File: config.mk
export PLATFORM = sky130hd
export DESIGN_NAME = ms_ptimers
export DESIGN_NICKNAME = d
export VERILOG_FILES = /design/src/rtl/ms_ptimers_pkg.sv /design/src/rtl/ms_ptimer_chan.sv /design/src/rtl/ms_ptimers.sv
export SDC_FILE = /design/constraint.sdc
export NUM_CORES = 1
export LEC_CHECK = 0
export CAP_MARGIN = 5
export CORE_ASPECT_RATIO = 1.2
export CORE_MARGIN = 10
export CORE_UTILIZATION = 55
export CTS_BUF_LIST = sky130_fd_sc_hd__clkbuf_16
export DETAILED_ROUTE_END_ITERATION = 12
export DONT_BUFFER_PORTS = 1
export PLACE_DENSITY = 0.7
export SLEW_MARGIN = 15
export SYNTH_ARGS = -nofsm -noshare
export SYNTH_HDL_FRONTEND = slang
export SYNTH_SLANG_ARGS = --single-unit
File: constraint.sdc
create_clock -name clk -period 4 [get_ports clk]
set_input_delay 0.8 -clock clk [delete_from_list [all_inputs] [get_ports clk]]
set_output_delay 0.8 -clock clk [all_outputs]
set_load 0.02 [all_outputs]
File: src/rtl/ms_ptimers_pkg.sv
// Purpose: shared register map and field positions for the ms periodic timer bank.
// Latency: n/a (constants only).
// Backpressure: n/a.
package ms_ptimers_pkg;

    // Register select values on the 1-bit address
    localparam logic ADDR_CFG = 1'b0;
    localparam logic ADDR_CLR = 1'b1;

    // CFG write field positions
    localparam int PERIOD_LSB = 0;
    localparam int INDEX_LSB  = 16;
    localparam int INDEX_W    = 4;
    localparam int EN_BIT     = 24;

    // Missed flags live in the upper half of STAT and of the CLR word
    localparam int MISSED_LSB = 16;

    // Width of each half-word flag field in the read data
    localparam int FLAG_W     = 16;

endpackage

File: src/rtl/ms_ptimer_chan.sv
// Purpose: one periodic ms timer channel (period, counter, enable, ready, missed).
// Latency: ready/missed update on the clock edge that samples the tick; visible next cycle.
// Backpressure: none; clears and config are accepted every cycle, config has priority.
module ms_ptimer_chan #(
    parameter int CNT_WIDTH = 16
) (
    input  logic                 clk,
    input  logic                 rst,
    input  logic                 tick,
    input  logic                 cfg_we,
    input  logic [CNT_WIDTH-1:0] cfg_period,
    input  logic                 cfg_en,
    input  logic                 clr_ready,
    input  logic                 clr_missed,
    output logic                 ready,
    output logic                 missed,
    output logic                 enable
);

    localparam logic [CNT_WIDTH-1:0] ONE = CNT_WIDTH'(1);

    logic [CNT_WIDTH-1:0] period_q, period_d;
    logic [CNT_WIDTH-1:0] count_q,  count_d;
    logic                 enable_q, enable_d;
    logic                 ready_q,  ready_d;
    logic                 missed_q, missed_d;
    logic                 expire;

    // Next-state: countdown/expiry, then clears (clear is ordered before expiry), config overrides all
    always_comb begin
        period_d = period_q;
        count_d  = count_q;
        enable_d = enable_q;
        expire   = enable_q & tick & (count_q == ONE);

        if (enable_q && tick) begin
            if (count_q > ONE) begin
                count_d = count_q - ONE;
            end else if (expire) begin
                count_d = period_q;
            end
        end

        // A clear in the expiry cycle happens first, so the expiry is not a miss
        ready_d  = (ready_q & ~clr_ready) | expire;
        // A fresh miss beats a simultaneous clear of the missed flag
        missed_d = (missed_q & ~clr_missed) | (expire & ready_q & ~clr_ready);

        if (cfg_we) begin
            period_d = cfg_period;
            count_d  = cfg_period;
            enable_d = cfg_en & (cfg_period != '0);
            ready_d  = 1'b0;
            missed_d = 1'b0;
        end
    end

    // State registers with synchronous reset; reset also masks any tick in that cycle
    always_ff @(posedge clk) begin
        if (rst) begin
            period_q <= '0;
            count_q  <= '0;
            enable_q <= 1'b0;
            ready_q  <= 1'b0;
            missed_q <= 1'b0;
        end else begin
            period_q <= period_d;
            count_q  <= count_d;
            enable_q <= enable_d;
            ready_q  <= ready_d;
            missed_q <= missed_d;
        end
    end

    assign ready  = ready_q;
    assign missed = missed_q;
    assign enable = enable_q;

endmodule

File: src/rtl/ms_ptimers.sv
// Purpose: bank of NUM_TIMERS periodic ms timers on the IO bus with per-timer elapsed flags.
// Latency: single-cycle IO access (ack = stb); ready visible the cycle after the expiring tick.
// Backpressure: none; every strobe completes in its own cycle, reads have no side effects.
module ms_ptimers
    import ms_ptimers_pkg::*;
#(
    parameter int NUM_TIMERS = 8,
    parameter int CNT_WIDTH  = 16
) (
    input  logic        clk,
    input  logic        rst,
    input  logic        stb,
    input  logic        we,
    input  logic        addr,
    input  logic [31:0] data_in,
    input  logic        ms_tick,
    output logic [31:0] data_out,
    output logic        ack,
    output logic        tick_pending
);

    logic                  wr_cfg;
    logic                  wr_clr;
    logic                  rd;
    logic [INDEX_W-1:0]    cfg_index;
    logic [CNT_WIDTH-1:0]  cfg_period;
    logic                  cfg_en;
    logic [NUM_TIMERS-1:0] ready_vec;
    logic [NUM_TIMERS-1:0] missed_vec;
    logic [NUM_TIMERS-1:0] enable_vec;
    logic                  unused_data;

    assign wr_cfg     = stb & we & (addr == ADDR_CFG);
    assign wr_clr     = stb & we & (addr == ADDR_CLR);
    assign rd         = stb & ~we;
    assign cfg_index  = data_in[INDEX_LSB +: INDEX_W];
    assign cfg_period = data_in[PERIOD_LSB +: CNT_WIDTH];
    assign cfg_en     = data_in[EN_BIT];
    // Not every data_in bit is a register field
    assign unused_data = ^data_in;

    // Indices at or above NUM_TIMERS match no channel, so such CFG writes fall away
    for (genvar i = 0; i < NUM_TIMERS; i++) begin : g_chan
        ms_ptimer_chan #(
            .CNT_WIDTH (CNT_WIDTH)
        ) u_chan (
            .clk        (clk),
            .rst        (rst),
            .tick       (ms_tick),
            .cfg_we     (wr_cfg && (cfg_index == INDEX_W'(i))),
            .cfg_period (cfg_period),
            .cfg_en     (cfg_en),
            .clr_ready  (wr_clr & data_in[i]),
            .clr_missed (wr_clr & data_in[MISSED_LSB + i]),
            .ready      (ready_vec[i]),
            .missed     (missed_vec[i]),
            .enable     (enable_vec[i])
        );
    end

    // Read mux: STAT or enable mask, zero when not reading
    always_comb begin
        data_out = '0;
        if (rd) begin
            if (addr == ADDR_CFG) begin
                data_out[0 +: FLAG_W]          = FLAG_W'(ready_vec);
                data_out[MISSED_LSB +: FLAG_W] = FLAG_W'(missed_vec);
            end else begin
                data_out[0 +: FLAG_W] = FLAG_W'(enable_vec);
            end
        end
    end

    assign ack          = stb;
    assign tick_pending = |(ready_vec & enable_vec);

endmodule

==> summary.txt <==
Synth
  – Seq cells post-synth: 280
  – Synth Area per Inst: 7.466 sq um
  – Number of flops mapped to enable cells by yosys: 0
  – Cell Area, Synth: 15080 sq um
  – Cell variety after synth: 85
  – Synth Warn #: 0
  – Sequential share of the synthesized area: 37.17%
  – Commonest register cell after synthesis: dfxtp_1
  – Mapped Cells: 2020
  – Ys async rst share: 0%

STA
  – Max Clk Rate: 0.3187 GHz
  – RSZ-0062 raised after global routing: no
  – Worst-Margin Slew: 1.102 ns
  – Setup Skew: 0.01780 ns
  – Finish-stage setup viols: 0
  – Final Max Tran Viols: 0
  – Tmin final: 3.138 ns
  – Setup TNS: 0 ns
  – Final hold vios: 0
  – Final setup margin: 0.8622 ns
  – Period utilization: 78.45%
  – Slew headroom: 26.53%

Floorplan
  – Die height: 201.4 um
  – Rows: 66
  – Die area: 34470 sq um
  – Core Region: 27090 sq um
  – I/O Pins: 72
  – Initial core utilization: 55.68%
  – Die W: 171.2 um

Detailed routing
  – Wirelength per Cell: 19.82 um
  – Drt pass-1 iters: 7
  – Drt via density: 6.385
  – Vias post-DR: 14670
  – Iter 0 DRT Violations: 1646
  – Routed Antenna Nets: 0
  – Post-Route WL: 45530 um
  – DRC violations left: 0

GRT
  – All-Layer GR Usage: 25.35%
  – First-pass GRT wire length: 72220 um
  – Largest net degree at the start of global routing: 259
  – Initial antenna violation count: 0
  – Total grt overflow: 0
  – Vias in the first global route: 13280

CTS
  – Clk sink count: 280
  – Clock transition at the registers of the reported paths: 0.06 ns
  – Num CTS Buffers: 30
  – Clock latency on the worst-skew pair: 0.57 ns
  – Root Driver: clkbuf_16
  – H-tree Lvls: 1
  – Hold_buf cts: 0
  – CTS resizes: 0
  – TritonCTS clock tree: yes
  – Setup bufs post-CTS: 0
  – Max clock buf depth: 3

Critical path
  – Crit. Startpoint: we
  – Critical R2R Launch: g_chan[5].u_chan.count_q[1]
  – CP endpoint kind: output pin
  – CP peak stage delay: 0.79 ns
  – Arr. time, crit path: 2.34 ns
  – CP Max Fanout: 9
  – Slowest CP cell: nor2_1
  – Critical Path Source Type: primary input
  – Worst path cell trace: nand2b_1 -> nor2_1 -> and2_1
  – Crit path kind: primary input to output pin
  – WP data required: 3.20 ns

Placement
  – Detailed Place HPWL: 28390 um
  – Pre-CTS WS: 0.8788 ns
  – IO buf count: 0
  – Post-Place Cell Area: 15110 sq um
  – Placer Congestion: 0.9257

Finish
  – Synth-to-layout area growth: 6.513%
  – Nets: 1988
  – Fin area: 16060 sq um
  – Sequential cell area: 5605 sq um
  – Fillers: 2557
  – Ant diodes: 0
  – Area occupied by multi-input gates: 8730 sq um
  – Share of post-route cells with drive strength above 1: 5.672%

Power and ir drop
  – Worst VDD drop: 354.0 uV
  – Combinational power share: 5.5%
  – Sw Share: 23.61%
  – Internal: 4.496 mW
  – Leakage: 5.719 nW
  – Sw Pwr: 1.389 mW
  – Pwr Density: 366.4 nW/um^2
  – Part of the power in registers: 47.8%
  – Clock power share: 46.7%

Job
  – Max-Cap Viols: 0

Outcome
  – Outcome: finished, final reports clean

Hold path
  – HP Start: rst
  – HP Class: primary input to flip-flop
-- critical path: cells and delay by family --
kind,cells,cell delay (ns)
AND/OR/NAND/NOR,3,1.53
-- cells by family (layout without fill, tap and decap cells) --
| logic type | count (synthesis) | after routing | share of synthesized area [%] |
|---|---|---|---|
| simple gates | 861 | 861 | 26.33 |
| compound gates | 614 | 614 | 26.43 |
| flops | 280 | 280 | 37.17 |
| buf+inv | 196 | 118 | 5.550 |
| xor+xnor | 34 | 34 | 1.975 |
| mux | 18 | 18 | 1.195 |
| fa+ha+maj | 16 | 16 | 1.327 |
| other cells | 1 | 16 | 0.02487 |
-- worst paths after layout --
kind / slack, ns / depth (start not counted) / end
max: 0.86 / 3 / data_out[18]
min: 0.33 / 1 / g_chan[0].u_chan.period_q[11]
max reg2reg: 1.17 / 8 / g_chan[5].u_chan.count_q[6]
min reg2reg: 0.45 / 2 / g_chan[7].u_chan.period_q[8]
-- per-stage QoR --
stage	total power [mW]	util (%)	hold WS [ns]	cells
after floorplan	3.209	-	0.4316	2035
after global placement	3.189	55.77	0.4345	2242
after CTS	5.913	59.30	0.2994	2297
after detailed placement	3.194	55.77	0.4407	2242
final	5.886	59.30	0.3301	2297
after global routing	6.055	59.30	0.3087	2297
-- cell usage after synthesis (all sizes together), types with 10 or more instances --
master / n / area share [%]
nand2: 380 / 9.5
dfxtp: 280 / 37
a21oi: 253 / 8.4
nor2: 179 / 4.5
clkbuf: 124 / 3.1
nor3: 69 / 2.3
o21ai: 69 / 2.3
nand3: 54 / 1.8
a211oi: 49 / 2.4
o211ai: 42 / 2.1
buf: 38 / 1.6
nor4: 37 / 1.7
inv: 33 / 0.82
or3: 24 / 1.0
nand4: 23 / 0.95
xor2: 22 / 1.3
and2: 21 / 0.87
a31oi: 20 / 0.93
mux2i: 18 / 1.2
o22ai: 17 / 0.71
ha: 16 / 1.3
a211o: 15 / 0.87
o221ai: 14 / 0.81
o31ai: 14 / 0.73
or4: 14 / 0.72
a221oi: 13 / 0.80
o21a: 12 / 0.60
xnor2: 12 / 0.70
a2bb2oi: 11 / 0.64
a22o: 10 / 0.59
nor3b: 10 / 0.53
-- cell usage in the layout, fill, tap and decap left out, types with 11 or more instances in the layout --
cell / count
nand4_1: 23
o22ai_1: 17
o31ai_1: 13
nor3_1: 65
o221ai_1: 14
ha_1: 16
o21ai_0: 67
or4_1: 13
nor2_1: 178
a31oi_1: 19
inv_1: 39
xnor2_1: 12
buf_4: 29
nand2_1: 380
a2bb2oi_1: 11
conb_1: 16
or3_1: 24
a211oi_1: 49
and2_1: 21
a221oi_1: 12
dfxtp_1: 280
o21a_1: 12
o211ai_1: 42
a21oi_1: 252
nand3_1: 54
clkbuf_16: 31
mux2i_1: 18
nor4_1: 34
a211o_1: 15
xor2_1: 22
-- registers in the layout (all words and copies together) (netlist names) --
signal,count
g_chan.u_chan.missed,8
g_chan.u_chan.count_q,128
g_chan.u_chan.enable,8
g_chan.u_chan.period_q,128
g_chan.u_chan.ready,8
-- power groups by stage --
stage / combinational [mW] / clock (mW) / sequential, mW
floorplan: 0.336 / 0 / 2.87
global placement: 0.313 / 0 / 2.88
detailed placement: 0.317 / 0 / 2.88
CTS: 0.319 / 2.78 / 2.81
global route: 0.356 / 2.88 / 2.82
finish: 0.324 / 2.75 / 2.81
-- layer usage --
| metal | GRT usage, % | vias up | wire length, um |
|---|---|---|---|
| met5 | 0 | - | 0 |
| met4 | 7.185 | 0 | 1119 |
| met3 | 4.230 | 76 | 3823 |
| met2 | 40.73 | 554 | 21070 |
| met1 | 34.12 | 6952 | 19520 |
| li1 | - | 7084 | - |
-- layout make-up --
class	instances	share of cell area [%]
inverters	34	0.7945
well taps	340	2.648
clock buffers	31	4.829
multi-input cells	1559	54.35
flip-flops and latches	280	34.90
clock inverters	24	1.129
repair buffers	29	1.355
No activity file was read; power rests on OpenSTA's default activity.
